## src/rtl/tx_intf_pkg.sv

```systemverilog
// Shared definitions for the PS->PL TX DMA stream receiver: FSM states and
// header1 bit-field offsets.
package tx_intf_pkg;

    typedef enum logic [2:0] {
        IDLE       = 3'd0,
        HDR1       = 3'd1,
        WAIT_GRANT = 3'd2,
        STREAM     = 3'd3,
        DRAIN      = 3'd4,
        DONE_WAIT  = 3'd5
    } tx_state_t;

    localparam int HDR1_LEN_LSB  = 32;
    localparam int HDR1_RATE_LSB = 48;
    localparam int HDR1_HT_BIT   = 52;

    // Rate byte as seen by the TX core: {ht_flag, 3'b0, rate}
    function automatic logic [7:0] build_rate(input logic ht, input logic [3:0] rate);
        return {ht, 3'b000, rate};
    endfunction

endpackage

```

## src/rtl/tx_intf_intr_delay.sv

```systemverilog
// Turns a tx_done event into a single interrupt pulse delay_top+1 cycles later;
// a new event restarts the count.
module tx_intf_intr_delay (
    input  logic        clk,
    input  logic        rst,
    input  logic        start,
    input  logic [14:0] delay_top,
    output logic        intr
);

    logic [14:0] cnt;
    logic        active;

    always_ff @(posedge clk) begin
        if (rst) begin
            cnt    <= '0;
            active <= 1'b0;
            intr   <= 1'b0;
        end else begin
            intr <= 1'b0;
            if (start) begin
                cnt    <= '0;
                active <= 1'b1;
            end else if (active) begin
                // Count stops one past the limit so the pulse fires only once
                if (cnt == delay_top) begin
                    intr   <= 1'b1;
                    active <= 1'b0;
                end
                cnt <= cnt + 15'd1;
            end
        end
    end

endmodule

```

## src/rtl/tx_intf_s_axis_to_pl.sv

```systemverilog
// Receive side of the PS->PL TX DMA stream: parses the 2-word header, requests a
// TX slot, forwards payload to the TX core and polices tlast against the length.
module tx_intf_s_axis_to_pl
    import tx_intf_pkg::*;
#(
    parameter int C_S00_AXIS_TDATA_WIDTH = 64,
    parameter int TSF_TIMER_WIDTH        = 64,
    parameter int MAX_BIT_NUM_DMA_SYMBOL = 14
) (
    input  logic                              clk,
    input  logic                              rst,
    input  logic [C_S00_AXIS_TDATA_WIDTH-1:0] s_axis_tdata,
    input  logic                              s_axis_tvalid,
    input  logic                              s_axis_tlast,
    output logic                              s_axis_tready,
    output logic                              tx_start_req,
    input  logic                              tx_start_grant,
    output logic [TSF_TIMER_WIDTH-1:0]        tsf_start_val,
    output logic [7:0]                        pkt_rate,
    output logic [15:0]                       pkt_len,
    output logic                              hdr_valid,
    output logic [MAX_BIT_NUM_DMA_SYMBOL-1:0] num_dma_symbol,
    output logic [C_S00_AXIS_TDATA_WIDTH-1:0] data_out,
    output logic                              data_out_valid,
    input  logic                              data_out_ready,
    input  logic                              tx_done,
    output logic                              tlast_err,
    output logic                              timeout_err,
    input  logic                              timeout_enable,
    input  logic [12:0]                       timeout_top,
    input  logic                              tsf_pulse_1M,
    input  logic [14:0]                       intr_delay_top,
    output logic                              tx_pkt_intr
);

    localparam int NW = MAX_BIT_NUM_DMA_SYMBOL;

    tx_state_t     state, state_nxt;
    logic [NW-1:0] word_cnt;
    logic [12:0]   timer;
    logic          tlast_seen;
    logic          tlast_err_nxt, timeout_nxt;
    logic          hs, last_word, timing, timeout_hit;
    logic [15:0]   hdr_len;
    logic [NW-1:0] hdr_num;

    assign hdr_len = s_axis_tdata[HDR1_LEN_LSB +: 16];
    assign hdr_num = NW'(hdr_len[15:3]) + NW'(hdr_len[2:0] != 3'd0);

    // Payload path is combinational so the core sees DMA words with zero latency
    assign s_axis_tready = !rst && ((state == IDLE) || (state == HDR1) || (state == DRAIN) ||
                                    ((state == STREAM) && data_out_ready));
    assign hs             = s_axis_tvalid && s_axis_tready;
    assign data_out_valid = (state == STREAM) && s_axis_tvalid;
    assign data_out       = (state == STREAM) ? s_axis_tdata : '0;
    assign tx_start_req   = (state == WAIT_GRANT);

    assign last_word   = (word_cnt == num_dma_symbol - NW'(1));
    assign timing      = (state == WAIT_GRANT) || (state == STREAM) || (state == DONE_WAIT);
    assign timeout_hit = timing && timeout_enable && (timer > timeout_top);

    always_comb begin
        state_nxt     = state;
        tlast_err_nxt = 1'b0;
        timeout_nxt   = 1'b0;
        case (state)
            IDLE: if (hs) begin
                if (s_axis_tlast) tlast_err_nxt = 1'b1;
                else              state_nxt     = HDR1;
            end
            HDR1: if (hs) begin
                if (s_axis_tlast) begin
                    if (hdr_num == '0) state_nxt = WAIT_GRANT;
                    else begin
                        tlast_err_nxt = 1'b1;
                        state_nxt     = IDLE;
                    end
                end else if (hdr_num == '0) begin
                    tlast_err_nxt = 1'b1;
                    state_nxt     = DRAIN;
                end else begin
                    state_nxt = WAIT_GRANT;
                end
            end
            WAIT_GRANT: begin
                if (tx_start_grant) state_nxt = (num_dma_symbol == '0) ? DONE_WAIT : STREAM;
                else if (timeout_hit) begin
                    timeout_nxt = 1'b1;
                    state_nxt   = tlast_seen ? IDLE : DRAIN;
                end
            end
            STREAM: begin
                tlast_err_nxt = hs && (s_axis_tlast != last_word);
                if (timeout_hit) begin
                    timeout_nxt = 1'b1;
                    state_nxt   = (hs && s_axis_tlast) ? IDLE : DRAIN;
                end else if (hs && s_axis_tlast) state_nxt = DONE_WAIT;
                else if (hs && last_word)        state_nxt = DRAIN;
            end
            DRAIN: if (hs && s_axis_tlast) state_nxt = IDLE;
            DONE_WAIT: begin
                if (tx_done) state_nxt = IDLE;
                else if (timeout_hit) begin
                    timeout_nxt = 1'b1;
                    state_nxt   = IDLE;
                end
            end
            default: state_nxt = IDLE;
        endcase
    end

    always_ff @(posedge clk) begin
        if (rst) begin
            state          <= IDLE;
            word_cnt       <= '0;
            timer          <= '0;
            tlast_seen     <= 1'b0;
            tsf_start_val  <= '0;
            pkt_rate       <= '0;
            pkt_len        <= '0;
            num_dma_symbol <= '0;
            hdr_valid      <= 1'b0;
            tlast_err      <= 1'b0;
            timeout_err    <= 1'b0;
        end else begin
            state       <= state_nxt;
            tlast_err   <= tlast_err_nxt;
            timeout_err <= timeout_nxt;
            hdr_valid   <= (state == HDR1) && hs;
            if (state == IDLE) begin
                tlast_seen <= 1'b0;
                if (hs && !s_axis_tlast) tsf_start_val <= s_axis_tdata[TSF_TIMER_WIDTH-1:0];
            end
            if ((state == HDR1) && hs) begin
                pkt_len        <= hdr_len;
                pkt_rate       <= build_rate(s_axis_tdata[HDR1_HT_BIT], s_axis_tdata[HDR1_RATE_LSB +: 4]);
                num_dma_symbol <= hdr_num;
                tlast_seen     <= s_axis_tlast;
            end
            if (state != STREAM) word_cnt <= '0;
            else if (hs)         word_cnt <= word_cnt + NW'(1);
            // Timer restarts on any state change and holds at all-ones
            if (state_nxt != state) timer <= '0;
            else if (timing && tsf_pulse_1M && (timer != '1)) timer <= timer + 13'd1;
        end
    end

    tx_intf_intr_delay u_intr_delay (
        .clk       (clk),
        .rst       (rst),
        .start     ((state == DONE_WAIT) && tx_done),
        .delay_top (intr_delay_top),
        .intr      (tx_pkt_intr)
    );

endmodule
```

## config.mk

```make
export PLATFORM = sky130hd
export DESIGN_NAME = tx_intf_s_axis_to_pl
export DESIGN_NICKNAME = d
export VERILOG_FILES = /design/src/rtl/tx_intf_pkg.sv /design/src/rtl/tx_intf_intr_delay.sv /design/src/rtl/tx_intf_s_axis_to_pl.sv
export SDC_FILE = /design/constraint.sdc
export NUM_CORES = 1
export LEC_CHECK = 0
export ABC_AREA = 1
export BUFFER_PORTS_ARGS = -buffer_cell sky130_fd_sc_hd__buf_2
export CAP_MARGIN = 0
export CORE_UTILIZATION = 55
export CTS_CLUSTER_DIAMETER = 80
export CTS_CLUSTER_SIZE = 20
export DETAILED_ROUTE_END_ITERATION = 8
export GPL_ROUTABILITY_DRIVEN = 0
export GPL_TIMING_DRIVEN = 0
export PLACE_DENSITY = 0.86
export SYNTH_ARGS = -nofsm -noshare
export SYNTH_HDL_FRONTEND = slang
export SYNTH_SLANG_ARGS = --single-unit
```

## constraint.sdc

```tcl
create_clock -name clk -period 5.2 [get_ports clk]
set_input_delay 0.78 -clock clk [delete_from_list [all_inputs] [get_ports clk]]
set_output_delay 0.78 -clock clk [all_outputs]
set_load 0.01 [all_outputs]
```

==> flow_summary_export.csv, run 1 <==
group,metric,value,unit
sta,fin_ws,1700,ps
setup_path,worst_path_max_delay_cell,"nor3_1",
cells_and_area,layout_common_cells,"270 x buf_2, 223 x nand2_1, 162 x inv_1",
setup_path,cp.arrival,3820,ps
clock_tree,cts_tree,"yes",
drt,routed_wl,23700,um
drt,drt_iter0_drc,487,
sta,maxSlewViolCount,0,
synthesis,synth_top_family_by_area,"simple AND/OR/NAND/NOR gates",
drt,routedWlPerCell,14.3,um
floorplan,ios,274,
clock_tree,cts.path.max_buffers,2,
clock_tree,path_clk_slew,60,ps
power_and_ir_drop,pwr-share-comb,11.0,%
power_and_ir_drop,seqPwrFrac,44.4,%
setup_path,path_depth,24,
sta,slew_headroom,44.7,%
power_and_ir_drop,pwr_density_cell,268,nW/um^2
synthesis,synth_ff_type,"dfxtp_1",
synthesis,yosysWarnings,0,
drt,antenna_left,0,
power_and_ir_drop,p_leak,0.00494,uW
synthesis,synth_compound_gate_area_share,12.8,%
global_route,grt_usage,32.2,%
cells_and_area,design_area,10000,sq um
floorplan,core-area,13900,sq um
setup_path,end_kind,"flip-flop",
floorplan,die_h,121,um
power_and_ir_drop,peakVddDrop,0.221,mV
floorplan,die_x,121,um
cells_and_area,final_cells,1653,
sta,rsz0062_at_grt,"no",
clock_tree,h-tree-depth,4,
cells_and_area,final_nets,1580,
global_route,grt_pass1_vias,7870,
drt,first_pass_iters,7,
synthesis,synth-edff-count,0,
drt,drcViolationCount,0,
global_route,grt_max_degree,17,
setup_path,reg2reg_slack,2500,ps
sta,finalSetupTns,0,ps
cells_and_area,finish.utilization,72.1,%
setup_path,cp_data_required_time,5520,ps
synthesis,synthMuxAreaShare,0,%
clock_tree,cts_num_sinks,150,
sta,post-route-period-util,67.3,%
sta,tightestPinTransition,830,ps
setup_path,reg2regPathDepth,18,
cells_and_area,fillers,1187,
place,place_area,9430,sq um
synthesis,synth_area_per_cell,6.72,sq um
synthesis,synth-simple-area-share,30.1,%
setup_path,crit_type,"in2reg",
setup_path,worstPathCellList,"buf_2 -> inv_1 -> nand3_1 -> ha_1 -> ha_1 -> nand3_1 -> nor3_1 -> nand3_1 -> nor3_1 -> xor2_1 -> nor4_1 -> nand3_1 -> nor2_1 -> ha_1 -> nand2_1 -> nand2_1 -> a21oi_2 -> nand3_1 -> nand2_1 -> nand2_1 -> nor2_2 -> nand2_2 -> buf_6 -> nor2_2",
hold_path,worstHoldPathType,"reg2reg",
clock_tree,postCtsHoldBufs,0,
synthesis,syn_area,7850,sq um
sta,hold_viol_final,0,
power_and_ir_drop,p_sw,704,uW
sta,min_period,3500,ps
setup_path,crit_path_end,"timer[4]$_SDFFE_PP0P_",
sta,max_freq,0.286,GHz
place,hpwlAfterDp,18100,um
global_route,grt.overflow.total,0,
synthesis,synth-seq-cells,150,
clock_tree,postCtsSetupRepairBufs,0,
synthesis,synth_top_area_cell,"dfxtp_1",
setup_path,crit_family,"simple AND/OR/NAND/NOR gates",
sta,skew,9.26,ps
clock_tree,cts_buffers,17,
synthesis,synth_top_area_share,38.2,%
synthesis,synth_adder_area_share,3.19,%
global_route,antenna_found_initial,1,
floorplan,initial_core_util,56.6,%
clock_tree,cts_resized,0,
synthesis,ys_types,38,
cells_and_area,final_common_cell,"buf_2",
global_route,grt_first_pass_wirelength,37100,um
outcome,status,"complete, no violations",
setup_path,regToRegStartpoint,"num_dma_symbol[0]$_SDFFE_PP0P_",
power_and_ir_drop,sw_frac_of_total,26.3,%
sta,setup_viol,0,
setup_path,r2r_end,"timer[4]$_SDFFE_PP0P_",
synthesis,async_flop_share,0,%
clock_tree,insertion_delay,430,ps
floorplan,num_rows,43,
clock_tree,cts_root_buf,"clkbuf_16",
synthesis,synth_xor_area_share,5.02,%
place,dpl.cell_count,1620,
synthesis,synthTopCellsByArea,"dfxtp_1 38%, nand2_1 11%, a21oi_1 8.3%, inv_1 7.7%, nand3_1 7.1%",
place,port_buffers,269,
run,drv_cap,0,
setup_path,crit_buf_inv,3,
cells_and_area,area_growth,27.4,%
setup_path,startpoint,"s_axis_tdata[32]",
setup_path,critPathLaunchType,"input port",
place,preCtsSetupSlack,1250,ps
setup_path,crit_top_cell,"nand3_1",
power_and_ir_drop,clock_power_share,44.6,%
power_and_ir_drop,intPower,1970,uW
drt,viasPerCell,5.24,
cells_and_area,drive_above_1_share,22.9,%
floorplan,die_area,14800,sq um
setup_path,path_max_fanout,10,
synthesis,netlist_instances,1169,
synthesis,seq_area_frac_synth,38.2,%
drt,vias,8663,
setup_path,max_stage_delay,250,ps
[cells by family after synthesis]
logic type	count (synthesis)
fa+ha+maj	20
other cells	1
buf+inv	217
flops	150
xor+xnor	45
compound gates	195
simple gates	541
[metal layers]
| metal | vias to the layer above | global-route usage, % | part of all wire, % | wire, um |
|---|---|---|---|---|
| met3 | 66 | 7.33 | 7.0 | 1660 |
| met2 | 355 | 54.1 | 48 | 11300 |
| met4 | 0 | 15.3 | 3.4 | 798 |
| met5 | - | 0 | 0 | 0 |
| li1 | 4321 | - | - | - |
| met1 | 3921 | 38.8 | 42 | 9920 |
[worst min-delay path by stage]
stage / startpoint / to / slack [ps] / depth (start not counted)
after global routing: tsf_start_val[56]$_SDFFE_PP0P_ / tsf_start_val[56]$_SDFFE_PP0P_ / 470 / 2
after detailed placement: tsf_start_val[9]$_SDFFE_PP0P_ / tsf_start_val[9]$_SDFFE_PP0P_ / 450 / 2
after CTS: tsf_start_val[62]$_SDFFE_PP0P_ / tsf_start_val[62]$_SDFFE_PP0P_ / 460 / 2
final: tsf_start_val[62]$_SDFFE_PP0P_ / tsf_start_val[62]$_SDFFE_PP0P_ / 460 / 2
after floorplan: word_cnt[13]$_SDFFE_PP0P_ / word_cnt[13]$_SDFFE_PP0P_ / 460 / 2
after global placement: tsf_start_val[29]$_SDFFE_PP0P_ / tsf_start_val[29]$_SDFFE_PP0P_ / 440 / 2
[area by class of cell]
cell class	count	area, sq um	area share (%)
repair buffers	269	1350	13.5
well taps	180	225	2.25
inverters	165	621	6.20
clock buffers	20	467	4.67
plain buffers	52	215	2.15
multi-input cells	804	4020	40.2
flip-flops and latches	150	3000	30.0
clock inverters	12	101	1.01
diodes	1	2.50	0.0250
[synthesized netlist by cell type (4+ instances only)]
cell type and number:
a21oi_1 130, buf_1 4, clkbuf_1 43, dfxtp_1 150, ha_1 20, inv_1 162
nand2_1 223, nand3_1 111, nand3b_1 4, nand4_1 9, nor2_1 136, nor2_2 14
nor3_1 18, nor3_2 4, nor4_1 9, o21ai_0 52, xnor2_1 19, xor2_1 26
[stage by stage]
stage / hold WS [ps] / total power, uW
after floorplan: 456 / 1380
after global placement: 444 / 1500
after detailed placement: 449 / 1500
after CTS: 458 / 2680
after global routing: 471 / 2770
final: 457 / 2680
[worst reg2reg max path, cell delays in order, from the launching register on]
cell	delay, ps
dfxtp_1	320
inv_1	160
ha_1	240
nand3_1	220
nor2_1	270
nand2_1	90
nand2_1	120
o21ai_0	100
a21oi_1	190
nand4_1	130
nand2_1	70
nand2_1	40
nand3_1	130
nand2_1	70
nand2_1	70
nor2_2	50
nand2_2	100
buf_6	180
nor2_2	40
[sequential cells by signal, summed over array words and instances, names as in the netlist]
register / cells
u_intr_delay.active: 1
u_intr_delay.cnt: 15
hdr_valid: 1
tlast_err: 1
tsf_start_val: 64
word_cnt: 14
num_dma_symbol: 14
timer: 13
tlast_seen: 1
timeout_err: 1
u_intr_delay.intr: 1
pkt_len: 16
state: 3
pkt_rate: 5
[power groups by stage]
stage | combinational (uW) | sequential, uW | clock (uW)
2_1_floorplan | 157 | 1220 | 0
3_3_place_gp | 285 | 1210 | 0
3_5_place_dp | 290 | 1210 | 0
4_1_cts | 293 | 1190 | 1200
5_1_grt | 327 | 1190 | 1250
6_report | 295 | 1190 | 1190
No activity file was read; power rests on OpenSTA's default activity.
==> run 2: changes to the inputs <==
--- a/config.mk
+++ b/config.mk
@@ -8,13 +8,13 @@
 export ABC_AREA = 1
 export BUFFER_PORTS_ARGS = -buffer_cell sky130_fd_sc_hd__buf_2
 export CAP_MARGIN = 0
-export CORE_UTILIZATION = 55
+export CORE_UTILIZATION = 46
 export CTS_CLUSTER_DIAMETER = 80
 export CTS_CLUSTER_SIZE = 20
 export DETAILED_ROUTE_END_ITERATION = 8
 export GPL_ROUTABILITY_DRIVEN = 0
 export GPL_TIMING_DRIVEN = 0
-export PLACE_DENSITY = 0.86
+export PLACE_DENSITY = 0.76
 export SYNTH_ARGS = -nofsm -noshare
 export SYNTH_HDL_FRONTEND = slang
 export SYNTH_SLANG_ARGS = --single-unit
==> constraint.sdc (replaced) <==
create_clock -name clk -period 3.16 [get_ports clk]
set_input_delay 0.474 -clock clk [delete_from_list [all_inputs] [get_ports clk]]
set_output_delay 0.474 -clock clk [all_outputs]
set_load 0.01 [all_outputs]
==> run 2 against run 1 <==
Against the previous run:
- design area up 2.8%
- power up 61%
- clock-buffer cell count down 1
- combinational power up 77%
- worst hold slack worse by 140 ps
- die area up 19%
- highest routed layer unchanged
==> flow_summary_export.csv, run 2 (synthesis gave the netlist of run 1 again) <==
group,metric,value,unit
global_route,grt.overflow.total,0,
drt,routed_wl,24200,um
global_route,use_met2,48.0,%
setup_path,worstPathCellList,"buf_8 -> inv_6 -> nand3_4 -> ha_4 -> nand3_4 -> nor3_4 -> nand3_2 -> nor3_2 -> nand3_1 -> xor2_2 -> nor4_2 -> nand3_2 -> nor2_2 -> ha_2 -> nand2_1 -> nand2_1 -> a21oi_2 -> nand3_2 -> nand2_1 -> nand2_1 -> nor2_2 -> nand2_2 -> clkbuf_16 -> nor2_2",
cells_and_area,top_regs,"tsf_start_val: 64 flops, pkt_len: 16 flops, u_intr_delay.cnt: 15 flops",
place,preCtsSetupSlack,-482,ps
setup_path,cp.arrival,3320,ps
setup_path,critPathLaunchType,"input port",
setup_path,max_stage_delay,280,ps
sta,min_period,3010,ps
sta,maxSlewViolCount,0,
clock_tree,path_clk_slew,60,ps
cells_and_area,final_common_cell,"buf_2",
setup_path,end_kind,"flip-flop",
drt,first_pass_iters,5,
global_route,grt_pass1_vias,7895,
clock_tree,cts_num_sinks,150,
global_route,met1_usage,32.5,%
drt,vias,8505,
place,hpwlAfterDp,18500,um
cells_and_area,layout_common_cells,"267 x buf_2, 223 x nand2_1, 159 x inv_1",
cells_and_area,final_cells,1700,
cells_and_area,n_antenna_cell,0,
run,drv_cap,0,
sta,tightestPinTransition,708,ps
global_route,grt_usage,27.4,%
global_route,busiest_layer,"met2",
cells_and_area,area_growth,31.0,%
setup_path,regToRegStartpoint,"num_dma_symbol[0]$_SDFFE_PP0P_",
setup_path,r2r_end,"timer[4]$_SDFFE_PP0P_",
floorplan,num_rows,47,
cells_and_area,final_nets,1589,
setup_path,crit_top_cell,"nand2_1",
setup_path,path_max_fanout,5,
clock_tree,cts.path.max_buffers,2,
global_route,grt_max_degree,17,
setup_path,crit_path_end,"timer[4]$_SDFFE_PP0P_",
drt,drt_iter0_drc,455,
clock_tree,cts_buffers,17,
setup_path,startpoint,"s_axis_tdata[34]",
floorplan,die_h,133,um
setup_path,crit_type,"in2reg",
cells_and_area,drive_above_1_share,24.8,%
setup_path,worst_path_max_delay_cell,"nor4_2",
floorplan,core-area,16600,sq um
drt,viasPerCell,5.00,
floorplan,die_x,133,um
sta,setup_viol,0,
setup_path,reg2regPathDepth,20,
setup_path,crit_buf_inv,3,
global_route,gr-usage-met3,6.02,%
hold_path,worstHoldPathType,"in2reg",
clock_tree,insertion_delay,420,ps
drt,drcViolationCount,0,
sta,hold_viol_final,0,
sta,slew_headroom,52.8,%
power_and_ir_drop,p_leak,0.00500,uW
clock_tree,cts_tree,"yes",
setup_path,reg2reg_slack,480,ps
floorplan,ios,274,
cells_and_area,top_register,"tsf_start_val",
global_route,grt_first_pass_wirelength,38500,um
clock_tree,cts_root_buf,"clkbuf_16",
floorplan,die_area,17600,sq um
place,port_buffers,269,
power_and_ir_drop,pwr_density_cell,419,nW/um^2
power_and_ir_drop,peakVddDrop,0.388,mV
drt,routedWlPerCell,14.3,um
floorplan,initial_core_util,47.2,%
outcome,status,"complete, no violations",
setup_path,crit_family,"simple AND/OR/NAND/NOR gates",
sta,skew,6.70,ps
place,dpl.cell_count,1660,
setup_path,cp_data_required_time,3480,ps
sta,rsz0062_at_grt,"yes",
clock_tree,h-tree-depth,4,
sta,post-route-period-util,95.1,%
sta,max_freq,0.333,GHz
cells_and_area,largest_register_ffs,64,
global_route,antenna_found_initial,0,
drt,antenna_left,0,
setup_path,path_depth,24,
sta,fin_ws,154,ps
run 2: cell types whose count changed in the layout (fill, tap and decap cells not counted), sizes merged:
cell      before  now
buf          278  286
clkinvlp       2    5
clkinv         8    6
bufinv         1    0
diode          1    0
run 2: worst min path at each step:
stage                                         startpoint                              to  slack (ps)  cells after the start
after global routing                    s_axis_tdata[32]         pkt_len[0]$_SDFFE_PP0P_         310                      3
after CTS                               s_axis_tdata[47]  tsf_start_val[47]$_SDFFE_PP0P_         320                      3
after detailed placement  tsf_start_val[46]$_SDFFE_PP0P_  tsf_start_val[46]$_SDFFE_PP0P_         450                      2
after floorplan                word_cnt[13]$_SDFFE_PP0P_       word_cnt[13]$_SDFFE_PP0P_         460                      2
after global placement    tsf_start_val[28]$_SDFFE_PP0P_  tsf_start_val[28]$_SDFFE_PP0P_         440                      2
final                                   s_axis_tdata[32]         pkt_len[0]$_SDFFE_PP0P_         320                      3
run 2: final cells by class:
type | count | area, sq um
Buffer | 52 | 220
Clock buffer | 19 | 443
Clock inverter | 12 | 80.1
Fill cell | 1582 | 6360
Inverter | 165 | 636
Multi-Input combinational cell | 804 | 4170
Sequential cell | 150 | 3000
Tap cell | 220 | 275
Timing Repair Buffer | 278 | 1460
run 2: through the flow:
| step | total power [uW] | utilization (%) | hold slack (ps) | setup TNS (ps) | area [sq um] |
|---|---|---|---|---|---|
| after floorplan | 2270 | - | 456 | 0 | 7860 |
| after global placement | 2470 | 57.0 | 444 | -5580 | 9480 |
| after detailed placement | 2480 | 57.0 | 449 | -5970 | 9480 |
| after CTS | 4290 | 60.1 | 315 | 0 | 10000 |
| after global routing | 4490 | 61.8 | 311 | -1110 | 10300 |
| final | 4310 | 61.8 | 316 | 0 | 10300 |
run 2: per-layer routing:
metal	up-vias	share of wire (%)
met5	-	0
met4	0	2.3
met3	35	6.4
met2	283	49
met1	3864	42
li1	4323	-
run 2: worst reg2reg max path, delay by kind of cell (launching register included):
| family | cells | cell delay (ps) |
|---|---|---|
| fa+ha+maj | 1 | 240 |
| simple gates | 17 | 1680 |
| flops | 1 | 320 |
| buf+inv | 2 | 360 |
run 2: power breakdown:
group	internal, uW	switching, uW	total [uW]	leakage, uW
logic	193	329	522	0.00354
registers	1930	23.2	1950	0.00121
clock network	1020	820	1840	0.000247
total	3140	1170	4310	0.00500
run 2: timing repair:
| action | CTS | global route |
|---|---|---|
| endpoints found under the setup margin | 10 | 53 |
| pin swaps | 0 | 17 |
| hold buffers | 0 | 0 |
| buffers inserted | 0 | 8 |
| gates resized for setup | 1 | 47 |
| gates cloned | 0 | 1 |
==> run 3: changes to the inputs <==
--- a/config.mk
+++ b/config.mk
@@ -5,7 +5,6 @@
 export SDC_FILE = /design/constraint.sdc
 export NUM_CORES = 1
 export LEC_CHECK = 0
-export ABC_AREA = 1
 export BUFFER_PORTS_ARGS = -buffer_cell sky130_fd_sc_hd__buf_2
 export CAP_MARGIN = 0
 export CORE_UTILIZATION = 46
@@ -14,7 +13,8 @@
 export DETAILED_ROUTE_END_ITERATION = 8
 export GPL_ROUTABILITY_DRIVEN = 0
 export GPL_TIMING_DRIVEN = 0
-export PLACE_DENSITY = 0.76
+export PLACE_DENSITY = 0.77
+export RECOVER_POWER = 100
 export SYNTH_ARGS = -nofsm -noshare
 export SYNTH_HDL_FRONTEND = slang
 export SYNTH_SLANG_ARGS = --single-unit
==> run 3 against run 2 <==
Against the previous run:
- the run now ends with setup timing left
- die area fell by 1.7%
- worst hold slack got worse by 22 ps
- clock power rose by 7%
- final cell count fell by 11%
- combinational power fell by 20%
- global-route usage rose by 0.62 points
- utilization fell by 0.29 points
- synthesized cell count fell by 16%
- design area fell by 3.6%
- setup slack got worse by 240 ps
- sequential power barely moved
==> flow_summary_export.csv, run 3 <==
group,metric,value,unit
outcome,status,"finished with violations",
outcome,violations,"setup timing",
sta,min_period,3250,ps
sta,skew,9.95,ps
clock_tree,cts_tree,"yes",
place,dpl.cell_count,1468,
global_route,met1_usage,31.9,%
setup_path,worstPathCellList,"buf_8 -> or3_4 -> ha_4 -> ha_4 -> or4_4 -> nor4_4 -> nand4_1 -> nor3_2 -> ha_2 -> a32oi_2 -> o22ai_2 -> nor2_1 -> mux2i_2 -> mux2i_2 -> buf_4 -> a211oi_2",
global_route,gr-usage-met3,5.05,%
drt,routed_wl,24800,um
cells_and_area,finish.utilization,61.5,%
setup_path,worst_path_max_delay_cell,"or4_4",
synthesis,synth_area_per_cell,7.84,sq um
drt,drt_iter0_drc,504,
clock_tree,h-tree-depth,4,
power_and_ir_drop,pwr_density_cell,438,nW/um^2
setup_path,crit_type,"in2reg",
cells_and_area,final_common_cell,"nand2_1",
clock_tree,path_clk_slew,70,ps
cells_and_area,final_nets,1397,
cells_and_area,top_regs,"tsf_start_val: 64 flops, pkt_len: 16 flops, u_intr_delay.cnt: 15 flops",
setup_path,cp_data_required_time,3460,ps
cells_and_area,largest_register_ffs,64,
setup_path,regToRegStartpoint,"state[0]$_SDFF_PP0_",
floorplan,die_h,132,um
setup_path,crit_family,"simple AND/OR/NAND/NOR gates",
hold_path,holdPathStages,3,
synthesis,seq_area_frac_synth,38.9,%
setup_path,max_stage_delay,430,ps
sta,hold_viol_final,0,
place,port_buffers,265,
drt,vias,8071,
global_route,antenna_found_initial,0,
cells_and_area,top_register,"tsf_start_val",
cells_and_area,drive_above_1_share,19.9,%
drt,routedWlPerCell,16.5,um
sta,tightestPinTransition,779,ps
setup_path,reg2regPathDepth,9,
floorplan,die_area,17300,sq um
clock_tree,cts_buffers,17,
sta,setup_viol,13,
global_route,grt_first_pass_wirelength,38400,um
setup_path,crit_buf_inv,2,
global_route,use_met2,49.9,%
synthesis,yosysMostFrequentCell,"nand2_1",
synthesis,async_flop_share,0,%
hold_path,min_to,"tsf_start_val[53]$_SDFFE_PP0P_",
power_and_ir_drop,peakVddDrop,0.359,mV
global_route,grt_usage,28.0,%
hold_path,hold_path.startpoint,"s_axis_tdata[53]",
clock_tree,insertion_delay,420,ps
floorplan,num_rows,46,
setup_path,cp.arrival,3550,ps
sta,max_freq,0.308,GHz
cells_and_area,n_antenna_cell,0,
place,hpwlAfterDp,18800,um
synthesis,synth-edff-count,0,
sta,slew_headroom,48.1,%
setup_path,r2r_end,"num_dma_symbol[12]$_SDFFE_PP0P_",
drt,antenna_left,0,
global_route,busiest_layer,"met2",
hold_path,worstHoldPathType,"in2reg",
synthesis,ys_types,69,
cells_and_area,design_area,9910,sq um
cells_and_area,layout_common_cells,"223 x nand2_1, 172 x buf_2, 151 x clkbuf_1",
synthesis,synthTopCellsByCount,"223 x nand2_1, 150 x dfxtp_1, 112 x a21oi_1",
clock_tree,cts_num_sinks,150,
synthesis,synth_top_area_cell,"dfxtp_1",
global_route,grt_pass1_vias,7585,
sta,rsz0062_at_grt,"yes",
floorplan,initial_core_util,47.9,%
clock_tree,cts_root_buf,"clkbuf_16",
global_route,grt_max_degree,17,
cells_and_area,seqCellArea,3000,sq um
power_and_ir_drop,p_leak,0.00423,uW
synthesis,synth_top_area_share,38.9,%
floorplan,ios,274,
sta,whs,294,ps
floorplan,die_x,132,um
global_route,grt.overflow.total,0,
drt,first_pass_iters,4,
clock_tree,cts.path.max_buffers,2,
sta,fin_ws,-86.1,ps
cells_and_area,multiInputGateArea,4430,sq um
clock_tree,postCtsHoldBufs,0,
floorplan,core-area,16100,sq um
cells_and_area,area_growth,28.4,%
sta,post-route-period-util,103,%
sta,maxSlewViolCount,0,
setup_path,reg2reg_slack,180,ps
synthesis,yosysWarnings,0,
setup_path,path_max_fanout,5,
setup_path,critPathLaunchType,"input port",
place,place_area,9340,sq um
synthesis,synthTopCellsByArea,"dfxtp_1 39%, nand2_1 11%, a21oi_1 7.3%, and3_1 6.4%, xor2_1 5.4%",
cells_and_area,final_cells,1505,
synthesis,synth-seq-cells,150,
drt,viasPerCell,5.36,
run,drv_cap,0,
synthesis,syn_area,7720,sq um
setup_path,end_kind,"flip-flop",
cells_and_area,fillers,1514,
synthesis,netlist_instances,985,
drt,drcViolationCount,0,
synthesis,synth_ff_type,"dfxtp_1",
-- run 3: kinds of logic (layout without fill, tap and decap cells) --
group,after synthesis,count (layout),share of synthesized area (%)
compound gates,178,178,14.5
xor+xnor,77,77,8.74
fa+ha+maj,20,20,3.24
buf+inv,87,389,4.88
flops,150,150,38.9
mux,3,3,0.438
other cells,1,3,0.0486
simple gates,469,469,29.3
-- run 3: layout make-up --
class                           count  area share, %
Multi-Input combinational cell    750           44.7
Sequential cell                   150           30.3
Timing Repair Buffer              271           12.8
Clock buffer                       20           4.51
Buffer                             67           3.05
Tap cell                          216           2.73
Clock inverter                     12           1.22
Inverter                           19          0.719
-- run 3: metrics by stage --
| step | setup slack [ps] | TNS [ps] | power (uW) |
|---|---|---|---|
| after floorplan | -321 | -3750 | 2210 |
| after global routing | -238 | -3990 | 4470 |
| after CTS | -187 | -2240 | 4360 |
| after global placement | -909 | -11730 | 2400 |
| after detailed placement | -908 | -11640 | 2400 |
| final | -86.1 | -893 | 4340 |
-- run 3: worst max path at each step --
stage                                        end  slack (ps)             start  cells after the start
after global routing       timer[2]$_SDFFE_PP0P_        -240  s_axis_tdata[33]                     16
after CTS                  timer[9]$_SDFFE_PP0P_        -190  s_axis_tdata[33]                     16
after global placement    timer[12]$_SDFFE_PP0P_        -910  s_axis_tdata[34]                     16
after detailed placement   timer[8]$_SDFFE_PP0P_        -910  s_axis_tdata[34]                     16
final                      timer[9]$_SDFFE_PP0P_         -90  s_axis_tdata[33]                     16
after floorplan            timer[5]$_SDFFE_PP0P_        -320  s_axis_tdata[34]                     15
-- run 3: repair_timing --
| item | 4_1_cts | 5_1_grt |
|---|---|---|
| hold endpoints to repair | 0 | 0 |
| cloned | 1 | 0 |
| buffers inserted | 7 | 1 |
| pin swaps | 9 | 6 |
| setup endpoints to repair | 23 | 25 |
| resized for setup | 16 | 9 |
-- run 3: layer usage --
metal / routed length, um / part of all wire, % / up-vias
met5: 0 / 0 / -
met4: 905 / 3.6 / 0
met3: 1260 / 5.1 / 56
met2: 12500 / 50 / 281
met1: 10200 / 41 / 3758
li1: - / - / 3976
-- run 3: worst min-delay path, stage by stage --
cell and delay, ps:
buf_2 100, nand2_1 50, a21oi_1 50
-- run 3: report_power, final --
group	switching [uW]	total, uW	leakage [uW]	internal (uW)
combinational	265	419	0.00276	154
clock	852	1970	0.000258	1120
sequential	22.7	1950	0.00121	1930
